==> src/rtl/apb_master_bridge_pkg.sv <==
// Shared definitions for the APB requester: FSM state encoding, default bus widths,
// and the word-alignment helper used when a command is accepted.
package apb_master_bridge_pkg;

    localparam int APB_ADDR_W = 32;
    localparam int APB_DATA_W = 32;

    typedef enum logic [1:0] {
        IDLE   = 2'b00,
        SETUP  = 2'b01,
        ACCESS = 2'b10
    } apb_state_e;

    function automatic logic word_aligned(input logic [1:0] lsbs);
        return lsbs == 2'b00;
    endfunction

endpackage

==> src/rtl/apb_master_bridge_if.sv <==
// Command/response handshake plus APB bus signals seen by the bridge.
// master = the bridge itself, slave = the command source and APB completer side.
interface apb_master_bridge_if
    import apb_master_bridge_pkg::*;
#(
    parameter int ADDR_W = APB_ADDR_W,
    parameter int DATA_W = APB_DATA_W
);
    logic              cmd_valid;
    logic              cmd_ready;
    logic              cmd_write;
    logic [ADDR_W-1:0] cmd_addr;
    logic [DATA_W-1:0] cmd_wdata;
    logic              rsp_valid;
    logic [DATA_W-1:0] rsp_rdata;
    logic              rsp_err;
    logic              busy;
    logic              psel;
    logic              penable;
    logic              pwrite;
    logic [ADDR_W-1:0] paddr;
    logic [DATA_W-1:0] pwdata;
    logic [DATA_W-1:0] prdata;
    logic              pready;

    modport master (
        input  cmd_valid, cmd_write, cmd_addr, cmd_wdata, prdata, pready,
        output cmd_ready, rsp_valid, rsp_rdata, rsp_err, busy,
               psel, penable, pwrite, paddr, pwdata
    );

    modport slave (
        output cmd_valid, cmd_write, cmd_addr, cmd_wdata, prdata, pready,
        input  cmd_ready, rsp_valid, rsp_rdata, rsp_err, busy,
               psel, penable, pwrite, paddr, pwdata
    );

endinterface

==> src/rtl/apb_timeout_counter.sv <==
// Counts ACCESS cycles and flags the last permitted one; TIMEOUT=0 never expires.
module apb_timeout_counter #(
    parameter int TIMEOUT = 16
) (
    input  logic clk,
    input  logic rst,
    input  logic clear,
    input  logic enable,
    output logic expired
);
    localparam int CNT_W = (TIMEOUT > 0) ? $clog2(TIMEOUT + 1) : 1;
    localparam logic [CNT_W-1:0] LAST = (TIMEOUT > 0) ? CNT_W'(TIMEOUT - 1) : '0;

    logic [CNT_W-1:0] count;

    always_ff @(posedge clk) begin
        if (rst || clear) begin
            count <= '0;
        end else if (enable) begin
            count <= count + CNT_W'(1);
        end
    end

    assign expired = (TIMEOUT != 0) && (count == LAST);

endmodule

==> src/rtl/apb_master_bridge.sv <==
// Turns each accepted valid/ready command into one APB transfer (or an immediate
// error for misaligned addresses) and returns a single-cycle response pulse.
module apb_master_bridge
    import apb_master_bridge_pkg::*;
#(
    parameter int ADDR_W  = APB_ADDR_W,
    parameter int DATA_W  = APB_DATA_W,
    parameter int TIMEOUT = 16
) (
    input  logic                 clk,
    input  logic                 rst,
    apb_master_bridge_if.master  bus
);
    apb_state_e state;
    apb_state_e state_nxt;
    logic       expired;
    logic       accept;

    assign accept = bus.cmd_valid && (state == IDLE);

    apb_timeout_counter #(.TIMEOUT(TIMEOUT)) u_timeout (
        .clk     (clk),
        .rst     (rst),
        .clear   (state_nxt != ACCESS),
        .enable  (state == ACCESS),
        .expired (expired)
    );

    always_ff @(posedge clk) begin
        if (rst) begin
            state <= IDLE;
        end else begin
            state <= state_nxt;
        end
    end

    always_comb begin
        state_nxt = state;
        case (state)
            IDLE:    if (accept && word_aligned(bus.cmd_addr[1:0])) state_nxt = SETUP;
            SETUP:   state_nxt = ACCESS;
            ACCESS:  if (bus.pready || expired) state_nxt = IDLE;
            default: state_nxt = IDLE;
        endcase
    end

    // Bus strobes are pure decodes of the state flops, so they change only on clock edges.
    always_comb begin
        bus.cmd_ready = (state == IDLE);
        bus.psel      = (state == SETUP) || (state == ACCESS);
        bus.penable   = (state == ACCESS);
        bus.busy      = (state == SETUP) || (state == ACCESS);
    end

    always_ff @(posedge clk) begin
        if (rst) begin
            bus.rsp_valid <= 1'b0;
            bus.rsp_err   <= 1'b0;
            bus.rsp_rdata <= {DATA_W{1'b0}};
            bus.pwrite    <= 1'b0;
            bus.paddr     <= {ADDR_W{1'b0}};
            bus.pwdata    <= {DATA_W{1'b0}};
        end else begin
            bus.rsp_valid <= 1'b0;
            bus.rsp_err   <= 1'b0;
            bus.rsp_rdata <= {DATA_W{1'b0}};
            case (state)
                IDLE: begin
                    if (accept) begin
                        if (word_aligned(bus.cmd_addr[1:0])) begin
                            bus.pwrite <= bus.cmd_write;
                            bus.paddr  <= bus.cmd_addr;
                            bus.pwdata <= bus.cmd_wdata;
                        end else begin
                            bus.rsp_valid <= 1'b1;
                            bus.rsp_err   <= 1'b1;
                        end
                    end
                end
                ACCESS: begin
                    // A completing pready wins over a simultaneous timeout.
                    if (bus.pready) begin
                        bus.rsp_valid <= 1'b1;
                        bus.rsp_rdata <= bus.pwrite ? {DATA_W{1'b0}} : bus.prdata;
                    end else if (expired) begin
                        bus.rsp_valid <= 1'b1;
                        bus.rsp_err   <= 1'b1;
                    end
                end
                default: ;
            endcase
        end
    end

endmodule

==> src/flat_wrapper.sv <==
// flat-port wrapper written by rule: the top's interface ports become plain ports
module apb_master_bridge_flat import apb_master_bridge_pkg::*;
#(
    parameter int ADDR_W  = APB_ADDR_W,
    parameter int DATA_W  = APB_DATA_W,
    parameter int TIMEOUT = 16
)
  (clk, rst, bus_cmd_valid, bus_cmd_write, bus_cmd_addr, bus_cmd_wdata, bus_prdata, bus_pready, bus_cmd_ready, bus_rsp_valid, bus_rsp_rdata, bus_rsp_err, bus_busy, bus_psel, bus_penable, bus_pwrite, bus_paddr, bus_pwdata);
  apb_master_bridge_if #(.ADDR_W(ADDR_W), .DATA_W(DATA_W)) bus_i ();
  input  logic clk;
  input  logic rst;
  input wire logic [$bits(bus_i.cmd_valid)-1:0] bus_cmd_valid;
  input wire logic [$bits(bus_i.cmd_write)-1:0] bus_cmd_write;
  input wire logic [$bits(bus_i.cmd_addr)-1:0] bus_cmd_addr;
  input wire logic [$bits(bus_i.cmd_wdata)-1:0] bus_cmd_wdata;
  input wire logic [$bits(bus_i.prdata)-1:0] bus_prdata;
  input wire logic [$bits(bus_i.pready)-1:0] bus_pready;
  output wire logic [$bits(bus_i.cmd_ready)-1:0] bus_cmd_ready;
  output wire logic [$bits(bus_i.rsp_valid)-1:0] bus_rsp_valid;
  output wire logic [$bits(bus_i.rsp_rdata)-1:0] bus_rsp_rdata;
  output wire logic [$bits(bus_i.rsp_err)-1:0] bus_rsp_err;
  output wire logic [$bits(bus_i.busy)-1:0] bus_busy;
  output wire logic [$bits(bus_i.psel)-1:0] bus_psel;
  output wire logic [$bits(bus_i.penable)-1:0] bus_penable;
  output wire logic [$bits(bus_i.pwrite)-1:0] bus_pwrite;
  output wire logic [$bits(bus_i.paddr)-1:0] bus_paddr;
  output wire logic [$bits(bus_i.pwdata)-1:0] bus_pwdata;
  assign bus_i.cmd_valid = bus_cmd_valid;
  assign bus_i.cmd_write = bus_cmd_write;
  assign bus_i.cmd_addr = bus_cmd_addr;
  assign bus_i.cmd_wdata = bus_cmd_wdata;
  assign bus_i.prdata = bus_prdata;
  assign bus_i.pready = bus_pready;
  assign bus_cmd_ready = bus_i.cmd_ready;
  assign bus_rsp_valid = bus_i.rsp_valid;
  assign bus_rsp_rdata = bus_i.rsp_rdata;
  assign bus_rsp_err = bus_i.rsp_err;
  assign bus_busy = bus_i.busy;
  assign bus_psel = bus_i.psel;
  assign bus_penable = bus_i.penable;
  assign bus_pwrite = bus_i.pwrite;
  assign bus_paddr = bus_i.paddr;
  assign bus_pwdata = bus_i.pwdata;
  apb_master_bridge #(.ADDR_W(ADDR_W), .DATA_W(DATA_W), .TIMEOUT(TIMEOUT)) u_core (.clk(clk), .rst(rst), .bus(bus_i));
endmodule
==> config.mk <==
export PLATFORM = sky130hd
export DESIGN_NAME = apb_master_bridge_flat
export DESIGN_NICKNAME = d
export VERILOG_FILES = /design/src/rtl/apb_master_bridge_pkg.sv /design/src/rtl/apb_master_bridge_if.sv /design/src/rtl/apb_timeout_counter.sv /design/src/rtl/apb_master_bridge.sv /design/src/flat_wrapper.sv
export SDC_FILE = /design/constraint.sdc
export NUM_CORES = 1
export LEC_CHECK = 0
export ABC_AREA = 1
export CAP_MARGIN = 10
export CORE_MARGIN = 2
export CORE_UTILIZATION = 41
export CTS_CLUSTER_SIZE = 28
export DETAILED_ROUTE_END_ITERATION = 8
export PLACE_DENSITY = 0.91
export SYNTH_ARGS = -nofsm -noshare
export SYNTH_HDL_FRONTEND = slang
export SYNTH_SLANG_ARGS = --single-unit
==> constraint.sdc <==
create_clock -name clk -period 3.7 [get_ports clk]
set_input_delay 0.925 -clock clk [delete_from_list [all_inputs] [get_ports clk]]
set_output_delay 0.925 -clock clk [all_outputs]
set_load 0.02 [all_outputs]
==> results.cfg <==
[critical_path]
crit_required_ns = 2.77
crit_type = register to output port
crit_slowest_cell = clkdlybuf4s50_1
critical_path_arrival_ns = 1.96
cp-start-kind = register
crit_fanout = 11
cpPeakStageDelay_ns = 0.72
worst_setup_path_end_kind = output port
path_cells = inv_1 > ha_1 > clkdlybuf4s50_1

[routing]
drcViolationCount = 0
wl_per_cell_um = 13.9
vias = 3483
avgViaCountPerCell = 4.68
wirelength_um = 10300
ant_nets = 0
drtIter0Drc = 77
dr.pass1.iters = 4

[cts]
numCtsBuffers = 9
clockBufferDepth = 2
post_cts_buffers = 0
htree_levels = 3
cts_root_buf = clkbuf_8
clk_latency_ns = 0.36
postCtsHoldBufs = 0
cts-resized-gates = 0
clock_sinks = 106
cts_tree = yes
path_clk_slew_ns = 0.10

[power_and_ir_drop]
power_leakage_uw = 0.00253
ir_drop_mv = 0.258
powerDensity_nw_per_um2 = 393

[final_layout]
nFillCells = 650
syn_to_final_growth_pct = 62.9
multi_input_area_um2 = 1170
finalNetCount = 738
final_cell_area_um2 = 5880
drive_gt1_share_pct = 3.77
diodes = 0
final_common_cell = clkdlybuf4s50_1
seq_area_um2 = 2120
final_cell_mix = 203 x clkdlybuf4s50_1, 172 x nor2_1, 106 x dfxtp_1, 50 x o21ai_1, 40 x inv_1

[floorplanning]
io_pins = 204
core_area_um2 = 8640
die_area_um2 = 9570
rows = 34
die_h_um = 97.8
die-width_um = 97.8
start_util_pct = 41.8

[global_route]
grtUsageTotal_pct = 21.3
antenna_found_initial = 0
grt-ovfl-total = 0
grt_max_degree = 66
grt_pass1_wl_um = 16700
grt_pass1_vias = 3576

[timing]
relSlewSlack_pct = 56.2
max_slew.worst_pin.slew_ns = 0.657
fin_crit_sh_pct = 78.0
rsz0062_at_grt = false
fin_setup_tns_ns = 0
slew_viol_final = 0
setup_viol_count_final = 0
worst_clock_skew_ns = 0.0121
finalHoldViolCount = 0
fmax_ghz = 0.346
setup_ws_ns = 0.812
fin_crit_ns = 2.89

[placement]
post-place-ws_ns = 1.10
place_area_um2 = 5660
post-dp-hpwl_um = 7890
routabilityCongestion = 0.823
io_buffer_count = 203

[logic_synthesis]
syn_avg_cell_area_um2 = 8.26
syn_nets = 543
ys_warn_count = 0
synthCells = 437
synth-seq-cells = 106
netlist_area_um2 = 3610
synth_cell_types = 22
ys_seq_area_share_pct = 58.8

[status]
status = finished clean

[job]
max_cap_violations = 0

[worst_hold_path]
min_path_type = register to register
metrics by stage:
| step | std cells | util [%] | hold WS (ns) | power, uW |
|---|---|---|---|---|
| 6_report | 745 | 68.1 | 0.456 | 2310 |
| 4_1_cts | 745 | 68.1 | 0.458 | 2330 |
| 2_1_floorplan | 437 | - | 0.487 | 1370 |
| 3_5_place_dp | 729 | 65.5 | 0.442 | 1580 |
| 5_1_grt | 745 | 68.1 | 0.469 | 2410 |
| 3_3_place_gp | 729 | 65.5 | 0.432 | 1570 |
layout make-up:
type / instances / area share, %
inverters: 42 / 2.68
flip-flops and latches: 106 / 36.1
multi-input cells: 264 / 19.9
well taps: 108 / 2.30
clock inverters: 5 / 1.15
clock buffers: 11 / 2.58
repair buffers: 209 / 35.3
cell families after synthesis:
family | after synthesis | synth area share (%)
and+or+nand+nor | 187 | 20.0
adders and majority gates | 5 | 1.73
xor gates and xnor gates | 3 | 0.728
muxes | 2 | 0.555
buffers and inverters | 67 | 8.84
AOI/OAI and AO/OA | 67 | 9.33
DFF | 106 | 58.8
layer usage:
| layer | vias up | GRT usage [%] | routed length [um] |
|---|---|---|---|
| li1 | 1728 | - | - |
| met1 | 1582 | 23.2 | 4050 |
| met2 | 157 | 38.3 | 5120 |
| met3 | 16 | 7.80 | 960 |
| met4 | 0 | 7.59 | 206 |
| met5 | - | 0 | 0 |
synth_stat cells:
library cell / instances / share of area [%]
nor2_1: 172 / 18
dfxtp_1: 106 / 59
o21ai_1: 50 / 6.9
inv_1: 41 / 4.3
o21ai_0: 14 / 1.9
buf_2: 11 / 1.5
nand2_1: 10 / 1.0
buf_6: 6 / 1.9
clkbuf_1: 5 / 0.52
ha_1: 5 / 1.7
a21oi_1: 2 / 0.28
buf_4: 2 / 0.42
mux2i_1: 2 / 0.55
nand3_1: 2 / 0.28
xor2_1: 2 / 0.49
a31oi_1: 1 / 0.17
and3_1: 1 / 0.17
clkbuf_2: 1 / 0.14
inv_2: 1 / 0.10
nand4_1: 1 / 0.17
nor3_4: 1 / 0.45
xnor2_1: 1 / 0.24
final timing paths:
check                                    startpoint                    to  slack, ns  cells after the start
worst max-delay path                u_core.state[0]           bus_penable       0.81                      3
worst min-delay path            u_core.bus.paddr[0]   u_core.bus.paddr[0]       0.46                      2
worst max register to register      u_core.state[0]  u_core.bus.pwdata[4]       1.79                      7
worst min register to register  u_core.bus.paddr[0]   u_core.bus.paddr[0]       0.46                      2
worst max-delay path, delay by kind of cell, from the launching register on:
kind / cells / cell delay (ns)
buffers and inverters: 2 / 0.84
DFF: 1 / 0.34
adders and majority gates: 1 / 0.43
sequential cells by signal (all words and copies together) (netlist names):
signal / count
u_core.bus.paddr: 32
u_core.bus.pwdata: 32
u_core.bus.rsp_rdata: 32
u_core.u_timeout.count: 5
u_core.state: 2
u_core.bus.pwrite: 1
u_core.bus.rsp_err: 1
u_core.bus.rsp_valid: 1
power by group:
part           total (uW)  switching (uW)  internal, uW
Sequential           1200            21.0          1180
Clock                 760             398           361
Combinational         349             157           192
Total                2310             576          1730
Power figures use the tool's default switching activity.
